[src/rtl/msix_wr_gen.sv]
// msix_wr_gen: MSI-X vector table with pending bits and round-robin single-DW host write issue.
module msix_wr_gen #(
   parameter int NUM_VEC = 4,
   parameter int SENT_W  = 16
) (
   input  logic                       clk,
   input  logic                       rst,
   input  logic                       cfg_we,
   input  logic [$clog2(NUM_VEC)-1:0] cfg_vec,
   input  logic [63:0]                cfg_addr,
   input  logic [31:0]                cfg_data,
   input  logic                       cfg_mask,
   input  logic                       func_en,
   input  logic [NUM_VEC-1:0]         intr_req,
   output logic                       wr_valid,
   input  logic                       wr_ready,
   output logic [63:0]                wr_addr,
   output logic [31:0]                wr_data,
   output logic [NUM_VEC-1:0]         pend,
   output logic [SENT_W-1:0]          sent_cnt
);
   localparam int VW = $clog2(NUM_VEC);
   typedef enum logic {IDLE, ISSUE} state_t;
   state_t state, state_n;
   logic [63:0] addr_q [NUM_VEC];
   logic [31:0] data_q [NUM_VEC];
   logic [NUM_VEC-1:0] mask_q, elig, clr;
   logic [VW-1:0] ptr, sel, nxt_sel, idx;
   logic found, issue, hs;
   assign elig = pend & ~mask_q;
   // descending scan so the eligible vector closest after ptr wins
   always_comb begin
      nxt_sel = '0;
      idx = '0;
      found = 1'b0;
      for (int k = NUM_VEC - 1; k >= 0; k--) begin
         idx = VW'((32'(ptr) + 32'(k)) % NUM_VEC);
         if (elig[idx]) begin
            nxt_sel = idx;
            found = 1'b1;
         end
      end
   end
   always_ff @(posedge clk)
      state <= rst ? IDLE : state_n;
   always_comb
      state_n = (state == IDLE) ? ((func_en && found) ? ISSUE : IDLE) : (wr_ready ? IDLE : ISSUE);
   always_comb begin
      wr_valid = (state == ISSUE);
      issue = (state == IDLE) && func_en && found;
      hs = wr_valid && wr_ready;
      clr = hs ? (NUM_VEC'(1) << sel) : '0;
   end
   always_ff @(posedge clk) begin
      if (rst) begin
         wr_addr <= '0;
         wr_data <= '0;
         sel <= '0;
         ptr <= '0;
         pend <= '0;
         sent_cnt <= '0;
         mask_q <= '1;
         for (int i = 0; i < NUM_VEC; i++) begin
            addr_q[i] <= '0;
            data_q[i] <= '0;
         end
      end else begin
         if (cfg_we && 32'(cfg_vec) < NUM_VEC) begin
            addr_q[cfg_vec] <= cfg_addr;
            data_q[cfg_vec] <= cfg_data;
            mask_q[cfg_vec] <= cfg_mask;
         end
         // a new request in the accepting cycle survives the clear
         pend <= (pend & ~clr) | intr_req;
         if (issue) begin
            sel <= nxt_sel;
            wr_addr <= addr_q[nxt_sel];
            wr_data <= data_q[nxt_sel];
         end
         if (hs) begin
            ptr <= (sel == VW'(NUM_VEC - 1)) ? '0 : sel + VW'(1);
            if (sent_cnt != '1) sent_cnt <= sent_cnt + SENT_W'(1);
         end
      end
   end
endmodule

[config.mk]
export PLATFORM = sky130hd
export DESIGN_NAME = msix_wr_gen
export DESIGN_NICKNAME = d
export VERILOG_FILES = /design/src/rtl/msix_wr_gen.sv
export SDC_FILE = /design/constraint.sdc
export NUM_CORES = 1
export LEC_CHECK = 0
export CAP_MARGIN = 20
export CORE_MARGIN = 5
export CORE_UTILIZATION = 40
export CTS_CLUSTER_DIAMETER = 50
export CTS_CLUSTER_SIZE = 16
export DETAILED_ROUTE_END_ITERATION = 12
export SLEW_MARGIN = 20
export SYNTH_ARGS = -nofsm -noshare
export SYNTH_HDL_FRONTEND = slang
export SYNTH_SLANG_ARGS = --single-unit
[constraint.sdc]
create_clock -name clk -period 4.6 [get_ports clk]
set_input_delay 0.92 -clock clk [delete_from_list [all_inputs] [get_ports clk]]
set_output_delay 0.92 -clock clk [all_outputs]
set_load 0.02 [all_outputs]
### Word-level counts from Yosys, hierarchy flattened

Memory sizes are Yosys's and may differ from the RTL's. A register that Yosys moved wholly into a read port is not among the register bits.
Cells that the tools add are included.

| word-level totals | value |
|---|---|
| word-level logic and storage cells | 71 |
| bits in writable memories | 384 |
| input port bits | 108 |
| memories kept | 2 |
| output and inout bits | 117 |
| bits in registers | 29 |

| operators by class | value |
|---|---|
| $lt $le $gt $ge | 6 |
| shift-type cells | 1 |
| reductions and logical operators | 8 |
| bitwise gates (word level) | 6 |
| eq/ne operators | 2 |
| add/sub/neg operators | 5 |
| mux-type cells | 35 |

Memories:

| name | words | width | rd ports | clocked after Yosys merged registers in | write ports | line | RTL |
|---|---|---|---|---|---|---|---|
| addr_q | 4 | 64 | 1 | 1 | 4 | 25 | `logic [63:0] addr_q [NUM_VEC];` |
| data_q | 4 | 32 | 1 | 1 | 4 | 26 | `logic [31:0] data_q [NUM_VEC];` |

Operators with widths:

| operator | number |
|---|---|
| 64-bit 2-to-1 mux | 1 |
| 64-bit OR reduction | 1 |
| 32-bit 2-to-1 mux | 1 |
| 32-bit OR reduction | 1 |
| 1-bit 2-to-1 mux | 19 |
| 16-bit by 1-bit adder with 16-bit output, second input constant | 1 |
| 16-bit inequality test, second input constant | 1 |
| 2-bit by 3-bit less-than comparator with 1-bit output, second input constant | 5 |
| 2-bit 2-to-1 mux | 7 |
| 4-bit AND | 2 |
| 1-bit binary-select mux with 2-bit select | 4 |
| 4-bit NOT | 2 |
| 1-bit logical AND | 5 |
| 2-bit by 1-bit adder with 2-bit output, second input constant | 2 |
| 2-bit adder, second input constant | 2 |
| 4-bit bitwise mux | 1 |
| 4-bit 2-to-1 mux | 1 |
| 4-bit bitwise OR | 1 |
| 1-bit by 2-bit left shift with 4-bit output, first input constant | 1 |
| 1-bit demux with 2-bit select | 1 |
| 2-bit equality test, second input constant | 1 |
| 2-bit by 1-bit >= comparator with 1-bit output, second input constant | 1 |
| 2-bit AND reduction | 1 |
| 1-bit NOT | 1 |

### Longest topological paths before layout

Gate-level depths: netlist of run 1.

| depth | value |
|---|---|
| depth in word-level cells | 11 |
| mapped depth | 8 |
| gate-level depth less buffers | 6 |

### Worst setup path after synthesis of run 1

No wires, ideal clock.

| timing path | value |
|---|---|
| kind | input -> register |
| start point | input port rst |
| end point | memory addr_q[1][0] (enable) |
| slack | 0.263 ns |
| cell stages on the path | 3 |
| arrival time | 3.867 ns |
| buffers on the path | 2 |
| path through | clkbuf_1 clkbuf_1 nand2b_1 |

RTL lines:

| item | line | RTL |
|---|---|---|
| start: declaration | 7 | `input logic rst,` |
| end: declaration | 25 |  |

==> run metrics, run 1 <==
RSZ-0062 raised after global routing false; Placer Congestion 0.785; vias in the first global route 14732; Post-Synth Adder-Cell Area 0.293%; WL per Instance 20.4 um; min cycle time layout 2.85 ns; GRT busiest layer met2; FMAX 0.351 GHz; Area Growth Syn to Fin 22.5%; Rel. slew slack 36.9%; CTS max path bufs 3; antenna violations before repair 1; ys flop type edfxtp_1; Setup WS pre-CTS 1.12 ns; setup ws final 1.75 ns; cts hold-fix bufs 0; Async SR Flop Fraction 0%; M1 GR Usage 24.5%; pin count of the biggest net entering global routing 193; Tcrit/Tclk final 61.9%; num rows 84; crit path kind in -> reg; Max Cap Viol 0; post-DR vias/cell 5.23; power per cell area 401 nW/um^2; Final Util 49.6%; final setup vio count 0; final instance area 26200 um^2; count of input and output buffers 224; status completed; hold path cells 2; mux cell area share after synthesis 4.73%; final WL 56.1 mm; Synth cell types 44; DRC 0; Post-synth EDFFs 384; GRT met2 Usage 33.9%; Detailed Place HPWL 31.0 mm; Vias 14391; max-slew violations 0; postcts setup bufs 0; Die Span X 241 um; crit-path max FO 96; htree depth 2; Synth top area share 54.0%; CTS Root Cell clkbuf_16; DRT iter0 DRCs 877; Die Y 241 um; dpl cell area 24400 um^2; Setup TNS 0 ns; Post-Syn Area per Cell 11.6 um^2; count leader, synth edfxtp_1; Total Die Area 58100 um^2; Worst setup EP type register; Worst setup SP type input port; main combinational cell family by area after synthesis simple AND/OR/NAND/NOR gates; GRT overflow 0; R2R depth 6; Mapped Cells 1843; Worst Tran Pin Value 0.946 ns; TritonRoute pass-1 iters 5; #FFs+latches synth 509; first-pass GRT wire length 85.9 mm; CTS Buf Count 52; Max rail drop VDD 0.269 mV; HP Class reg -> reg; Mapped Area 21400 um^2; Syn Nets 1956; post_cts resized 0; WP data arrival 3.37 ns; clk slew on worst S/H paths 0.06 ns; LEAKAGE 9.84 nW; area leader, netlist edfxtp_1; post-synthesis xor/xnor area fraction 0.492%; Ports 225; Skew-Pair Late Insertion Delay 0.60 ns; Initial Util 40.5%; final hold vios 0; layout cell share with drive strength beyond 1 8.58%; core footprint 52800 um^2; Tot GR Track Use 19.0%; fin nets 2132; Synth Area in Compound Gates 11.0%; Global Route met3 Usage 2.75%; Clock Sinks 509; Final Skew 0.0184 ns; Synth area leaders edfxtp_1 54%, dfxtp_1 12%, nor2_1 5.5%; worst hold slack 0.474 ns; sequential-to-total area share from yosys stat 65.7%; CTS tree done; Synth Area in Simple Gates 13.4%; Synth Warn # 0; post-route ant nets 0; commonest cells in the synthesized netlist 384 x edfxtp_1, 313 x nor2_1, 206 x nand2_1; CP required 5.12 ns
==> area by class of cell <==
class / instances / area (um^2)
Antenna cell: 1 / 2.50
Clock buffer: 58 / 1320
Clock inverter: 39 / 452
Fill cell: 4741 / 26600
Inverter: 101 / 379
Multi-Input combinational cell: 1100 / 6480
Sequential cell: 509 / 14000
Tap cell: 688 / 861
Timing Repair Buffer: 255 / 2650
==> per-stage QoR <==
step / power, mW / cells
2_1_floorplan: 5.86 / 1843
3_3_place_gp: 6.22 / 2653
3_5_place_dp: 6.24 / 2653
4_1_cts: 10.6 / 2750
5_1_grt: 10.9 / 2751
6_report: 10.5 / 2751
==> critical path, stage by stage <==
cell	delay, ns
clkdlybuf4s50_1	0.88
buf_4	0.45
a2111oi_4	0.28
buf_12	0.46
o21ai_0	0.24
o211ai_2	0.10
==> registers in the layout (all words and copies together) (netlist names) <==
register  cells
wr_data      32
pend          4
ptr           2
mask_q        4
wr_addr      64
addr_q      256
data_q      128
sent_cnt     16
sel           2
wr_valid      1
==> per-layer routing <==
layer	vias to the layer above	share of wire, %
met3	67	5.2
met4	0	1.9
met1	7150	42
met5	-	0
li1	6811	-
met2	363	51
==> cells by family (layout without fill, tap and decap cells) <==
group	after synthesis	in the layout
xor gates and xnor gates	12	12
AOI/OAI and AO/OA	317	317
buffers and inverters	234	453
DFF	509	509
and+or+nand+nor	665	665
muxes	101	101
adders and majority gates	5	5
other	0	1
==> layout by cell type, fill, tap and decap left out, types with 52 or more instances in the layout <==
master           count
edfxtp_1           384
nor2_1             313
clkdlybuf4s50_1    224
nand2_1            205
dfxtp_1            125
mux2i_1            101
inv_1              101
and3_1              98
a21boi_0            97
o21ai_0             63
o211ai_1            56
clkbuf_16           52
==> power by group <==
group / internal (mW) / switching [mW]
logic: 0.307 / 0.500
registers: 5.24 / 0.0846
clock network: 2.43 / 1.93
==> path summary, 6_finish.rpt <==
path	end	from	slack (ns)
setup / recovery	wr_data[14]	rst	1.75
hold reg to reg	wr_addr[37]	wr_addr[37]	0.47
setup reg to reg	wr_data[21]	pend[1]	1.95
hold / removal	wr_addr[37]	wr_addr[37]	0.47
Power figures use the tool's default switching activity.
==> run 2, diff against run 1 <==
==> constraint.sdc (replaced) <==
create_clock -name clk -period 2.62 [get_ports clk]
set_input_delay 0.524 -clock clk [delete_from_list [all_inputs] [get_ports clk]]
set_output_delay 0.524 -clock clk [all_outputs]
set_load 0.02 [all_outputs]
==> run 2 against run 1 <==
Compared with the run above: clock-buffer cell count increased by 2; clock skew up 0.0029 ns; clock power grew 77%; hold slack lost 0.0013 ns; flip-flop and latch count did not move.
==> run metrics, run 2 (synthesized netlist as in run 1, its figures left out) <==
Sequential Power Share 50.4%; top flop regs addr_q: 256 flops, data_q: 128 flops, wr_addr: 64 flops; FMAX 0.442 GHz; hold_sp wr_addr[36]; Total Die Area 58100 um^2; final hold vios 0; WP data arrival 2.72 ns; antenna diode count 0; Skew-Pair Late Insertion Delay 0.60 ns; Clock Sinks 509; min cycle time layout 2.26 ns; post-DR vias/cell 5.17; Rel. slew slack 48.2%; P_sw 4.43 mW; TritonRoute pass-1 iters 5; CTS max path bufs 3; R2R depth 6; crit-path max FO 48; Register Area 14000 um^2; Reg with most FFs addr_q; Area Growth Syn to Fin 24.4%; pin count of the biggest net entering global routing 107; hold path cells 2; Comb power frac 7.9%; Filler Cells Inserted 4641; GRT busiest layer met2; WL per Instance 20.2 um; post_cts resized 0; slowest CP cell o311ai_4; end of the worst register-to-register path wr_addr[23]; final instance area 26600 um^2; Detailed Place HPWL 31.7 mm; worst hold slack 0.473 ns; most frequent cells in the layout 384 x edfxtp_1, 313 x nor2_1, 224 x clkdlybuf4s50_1; CTS Buf Count 53; CTS Root Cell clkbuf_16; Max Cap Viol 0; DRC 0; LEAKAGE 10.0 nW; postcts setup bufs 0; fin nets 2148; vias in the first global route 14415; max incr delay on CP 0.49 ns; Final Skew 0.0214 ns; Tot GR Track Use 18.9%; HP Class reg -> reg; max-slew violations 0; cell internal pwr 14.1 mW; Global Route met3 Usage 2.95%; status completed; Worst setup SP type register; Ports 225; first-pass GRT wire length 85.1 mm; most common cell after layout, fill and taps aside edfxtp_1; DP Cell Count 2668; final setup vio count 0; sw frac 23.9%; htree depth 2; GRT overflow 0; Placer Congestion 0.756; DRT iter0 DRCs 902; core footprint 52800 um^2; Initial Util 40.5%; CTS tree done; final WL 56.0 mm; crit path kind reg -> reg; cts hold-fix bufs 0; Largest register FFs 256; Clock power frac 41.7%; worst-path cell chain nor2b_1 -> o311ai_4 -> and2_4 -> buf_12 -> mux2i_1 -> o211ai_2; Final Util 50.4%; worst reg2reg path startpoint pend[1]; count of input and output buffers 224; Tcrit/Tclk final 86.3%; worst-case hold path end point wr_addr[36]; antenna violations before repair 0; Max rail drop VDD 0.503 mV; CP required 3.07 ns; Vias 14311; Die Y 241 um; clk slew on worst S/H paths 0.06 ns; power per cell area 697 nW/um^2; M1 GR Usage 24.2%; Multi-input gate area 6480 um^2; Worst setup EP type register; GRT met2 Usage 33.9%; Die Span X 241 um; dpl cell area 24800 um^2; Worst Tran Pin Value 0.771 ns; R2R setup slack 0.36 ns; Setup TNS 0 ns; RSZ-0062 raised after global routing false; post-route ant nets 0; layout cell share with drive strength beyond 1 9.42%; Post-Layout Cell Count 2768; num rows 84
-- run 2: cell count changes in the layout (fill, tap and decap cells not counted), moves of 3 or more --
cell / before / now
clkinv_8: 3 / 0
clkbuf_8: 0 / 3
buf_4: 17 / 12
clkinv_4: 3 / 6
clkbuf_16: 52 / 55
buf_12: 14 / 34
clkinv_1: 0 / 3
inv_6: 9 / 6
clkbuf_1: 6 / 2
-- run 2: how the worst max path moves through the flow --
stage / from / to / depth (start not counted)
floorplan: rst / addr_q[1][0] / 3
global placement: func_en / wr_addr[0] / 8
detailed placement: func_en / wr_addr[60] / 8
CTS: pend[1] / wr_addr[62] / 7
global route: pend[1] / wr_addr[61] / 7
finish: pend[1] / wr_addr[23] / 6
-- run 2: routing by layer --
metal	vias to the layer above	routed length (um)
met1	7086	23800
met5	-	0
met3	65	2690
met4	0	1010
li1	6825	-
met2	335	28500
-- run 2: power groups by stage --
stage	Clock, mW	Combinational, mW	Sequential [mW]
5_1_grt	8.25	1.58	9.38
2_1_floorplan	0	0.723	9.54
6_report	7.72	1.46	9.34
4_1_cts	7.90	1.49	9.35
3_3_place_gp	0	1.47	9.50
3_5_place_dp	0	1.49	9.52
-- run 2: area by class of cell --
type                    instances  share of cell area, %
repair buffers                270                   11.3
well taps                     688                   3.24
inverters                     101                   1.43
multi-input cells            1100                   24.4
clock inverters                40                   1.47
flip-flops and latches        509                   52.8
clock buffers                  60                   5.36
-- run 2: worst max-delay path, delay by kind of cell, from the launching register on --
family	cells	cell delay [ns]
compound gates	2	0.59
buf+inv	1	0.36
flops	1	0.34
mux	1	0.30
simple gates	2	0.49
-- run 2: stage by stage --
step           power (mW)  worst slack [ns]
2_1_floorplan        10.3            -0.219
3_3_place_gp         11.0             0.189
3_5_place_dp         11.0             0.150
4_1_cts              18.7             0.314
5_1_grt              19.2             0.183
6_report             18.5             0.358
==> run 3, diff against run 2 <==
--- a/config.mk
+++ b/config.mk
@@ -6,11 +6,14 @@
 export NUM_CORES = 1
 export LEC_CHECK = 0
 export CAP_MARGIN = 20
+export CELL_PAD_IN_SITES_DETAIL_PLACEMENT = 1
+export CELL_PAD_IN_SITES_GLOBAL_PLACEMENT = 1
 export CORE_MARGIN = 5
-export CORE_UTILIZATION = 40
+export CORE_UTILIZATION = 46
 export CTS_CLUSTER_DIAMETER = 50
 export CTS_CLUSTER_SIZE = 16
 export DETAILED_ROUTE_END_ITERATION = 12
+export PLACE_DENSITY_LB_ADDON = 0.1
 export SLEW_MARGIN = 20
 export SYNTH_ARGS = -nofsm -noshare
 export SYNTH_HDL_FRONTEND = slang
==> run 3 against run 2 <==
Compared with the run above: power grew 3.2%; hold slack gained 0.0044 ns; clock skew is essentially flat; flip-flop and latch count is the same; worst setup slack lost 0.20 ns; critical path depth grew 1; final cell count shrank 2.4%; combinational power grew 5%; sequential share of layout area shrank 0.44 points; first-iteration DRC count shrank 15%; register-to-register slack lost 0.20 ns; critical endpoint is now wr_addr[56]; largest power group unchanged; highest routed layer is now met5.
==> run metrics, run 3 (synthesized netlist as in run 1, its figures left out) <==
status completed; postcts setup bufs 0; first-pass GRT wire length 92.7 mm; post-route ant nets 0; Clock Sinks 509; Max rail drop VDD 0.496 mV; CTS Root Cell clkbuf_16; LEAKAGE 10.2 nW; clk slew on worst S/H paths 0.06 ns; Die Span X 226 um; HP Class reg -> reg; Global Route met3 Usage 4.06%; Filler Cells Inserted 4719; core footprint 46300 um^2; Largest register FFs 256; Max Cap Viol 0; Die Y 226 um; hold path cells 2; post-DR vias/cell 5.46; GRT overflow 0; dpl cell area 24900 um^2; min cycle time layout 2.46 ns; Worst setup EP type register; R2R setup slack 0.16 ns; Final Util 57.9%; Vias 14742; M1 GR Usage 30.0%; Final Skew 0.0218 ns; CTS Buf Count 53; FMAX 0.407 GHz; final instance area 26800 um^2; CTS max path bufs 3; Placer Congestion 0.791; pin count of the biggest net entering global routing 101; DRT iter0 DRCs 763; Tcrit/Tclk final 93.9%; top flop regs addr_q: 256 flops, data_q: 128 flops, wr_addr: 64 flops; WP data arrival 2.97 ns; Detailed Place HPWL 36.4 mm; antenna diode count 0; count of input and output buffers 224; final hold vios 0; Ports 225; GRT busiest layer met2; crit-path max FO 18; Skew-Pair Late Insertion Delay 0.62 ns; Setup WS pre-CTS 0.0533 ns; TritonRoute pass-1 iters 5; Power Total 19.1 mW; Tot GR Track Use 23.5%; setup ws final 0.161 ns; Reg with most FFs addr_q; htree depth 2; most common cell after layout, fill and taps aside edfxtp_1; WL per Instance 22.4 um; final setup vio count 0; most frequent cells in the layout 384 x edfxtp_1, 313 x nor2_1, 224 x clkdlybuf4s50_1; fin nets 2163; crit path kind reg -> reg; CP required 3.13 ns; Rel. slew slack 49.1%; Area Growth Syn to Fin 25.4%; worst hold slack 0.477 ns; antenna violations before repair 1; Worst Tran Pin Value 0.756 ns; DRC 0; Initial Util 46.2%; layout cell share with drive strength beyond 1 10.1%; power per cell area 714 nW/um^2; vias in the first global route 16157; cts hold-fix bufs 0; final WL 60.5 mm; max-slew violations 0; num rows 79; Total Die Area 50900 um^2; R2R depth 7; GRT met2 Usage 41.8%; Worst setup SP type register; CTS tree done; RSZ-0062 raised after global routing false; post_cts resized 0
==> run 3: cell types whose count changed in the layout (fill, tap and decap cells not counted) <==
cell        before  now
buf_12          34   42
buf_4           12   19
bufinv_16        3    8
clkbuf_1         2    1
clkbuf_8         3    1
clkinv_2         5    4
clkinv_4         6    5
clkinv_8         0    3
clkinvlp_4      11    6
inv_12           2    0
inv_6            6   12
inv_8            4    2
==> run 3: critical path: stages, from the launching register on <==
cell	delay [ns]
dfxtp_1	0.41
nor2b_1	0.49
o221ai_1	0.31
a2111oi_4	0.49
buf_4	0.26
buf_12	0.17
o21ai_0	0.12
o211ai_1	0.13
==> run 3: final cells by class <==
type / count / area, um^2 / area share, %
multi-input cells: 1100 / 6480 / 24.2
well taps: 607 / 759 / 2.83
clock buffers: 57 / 1390 / 5.20
repair buffers: 285 / 3230 / 12.0
inverters: 101 / 379 / 1.41
clock inverters: 43 / 537 / 2.00
flip-flops and latches: 509 / 14000 / 52.4
==> run 3: worst paths after layout <==
| check | startpoint | to |
|---|---|---|
| worst max register to register | pend[1] | wr_addr[56] |
| worst min-delay path | wr_addr[40] | wr_addr[40] |
| worst max-delay path | pend[1] | wr_addr[56] |
| worst min register to register | wr_addr[40] | wr_addr[40] |
==> run 3: layer usage <==
metal	vias to the layer above	share of wire [%]
met4	2	2.3
met2	300	51
met5	-	0.018
met1	7480	42
met3	88	4.3
li1	6872	-
==> run 3: stage by stage <==
| step | instances | setup TNS, ns |
|---|---|---|
| 3_3_place_gp | 2602 | 0 |
| 5_1_grt | 2702 | 0 |
| 6_report | 2702 | 0 |
| 2_1_floorplan | 1843 | -50.53 |
| 3_5_place_dp | 2602 | 0 |
| 4_1_cts | 2702 | 0 |
==> run 3: power breakdown <==
part / internal (mW) / switching, mW / total [mW]
Sequential: 9.19 / 0.167 / 9.36
Combinational: 0.620 / 0.925 / 1.54
Clock: 4.76 / 3.46 / 8.22
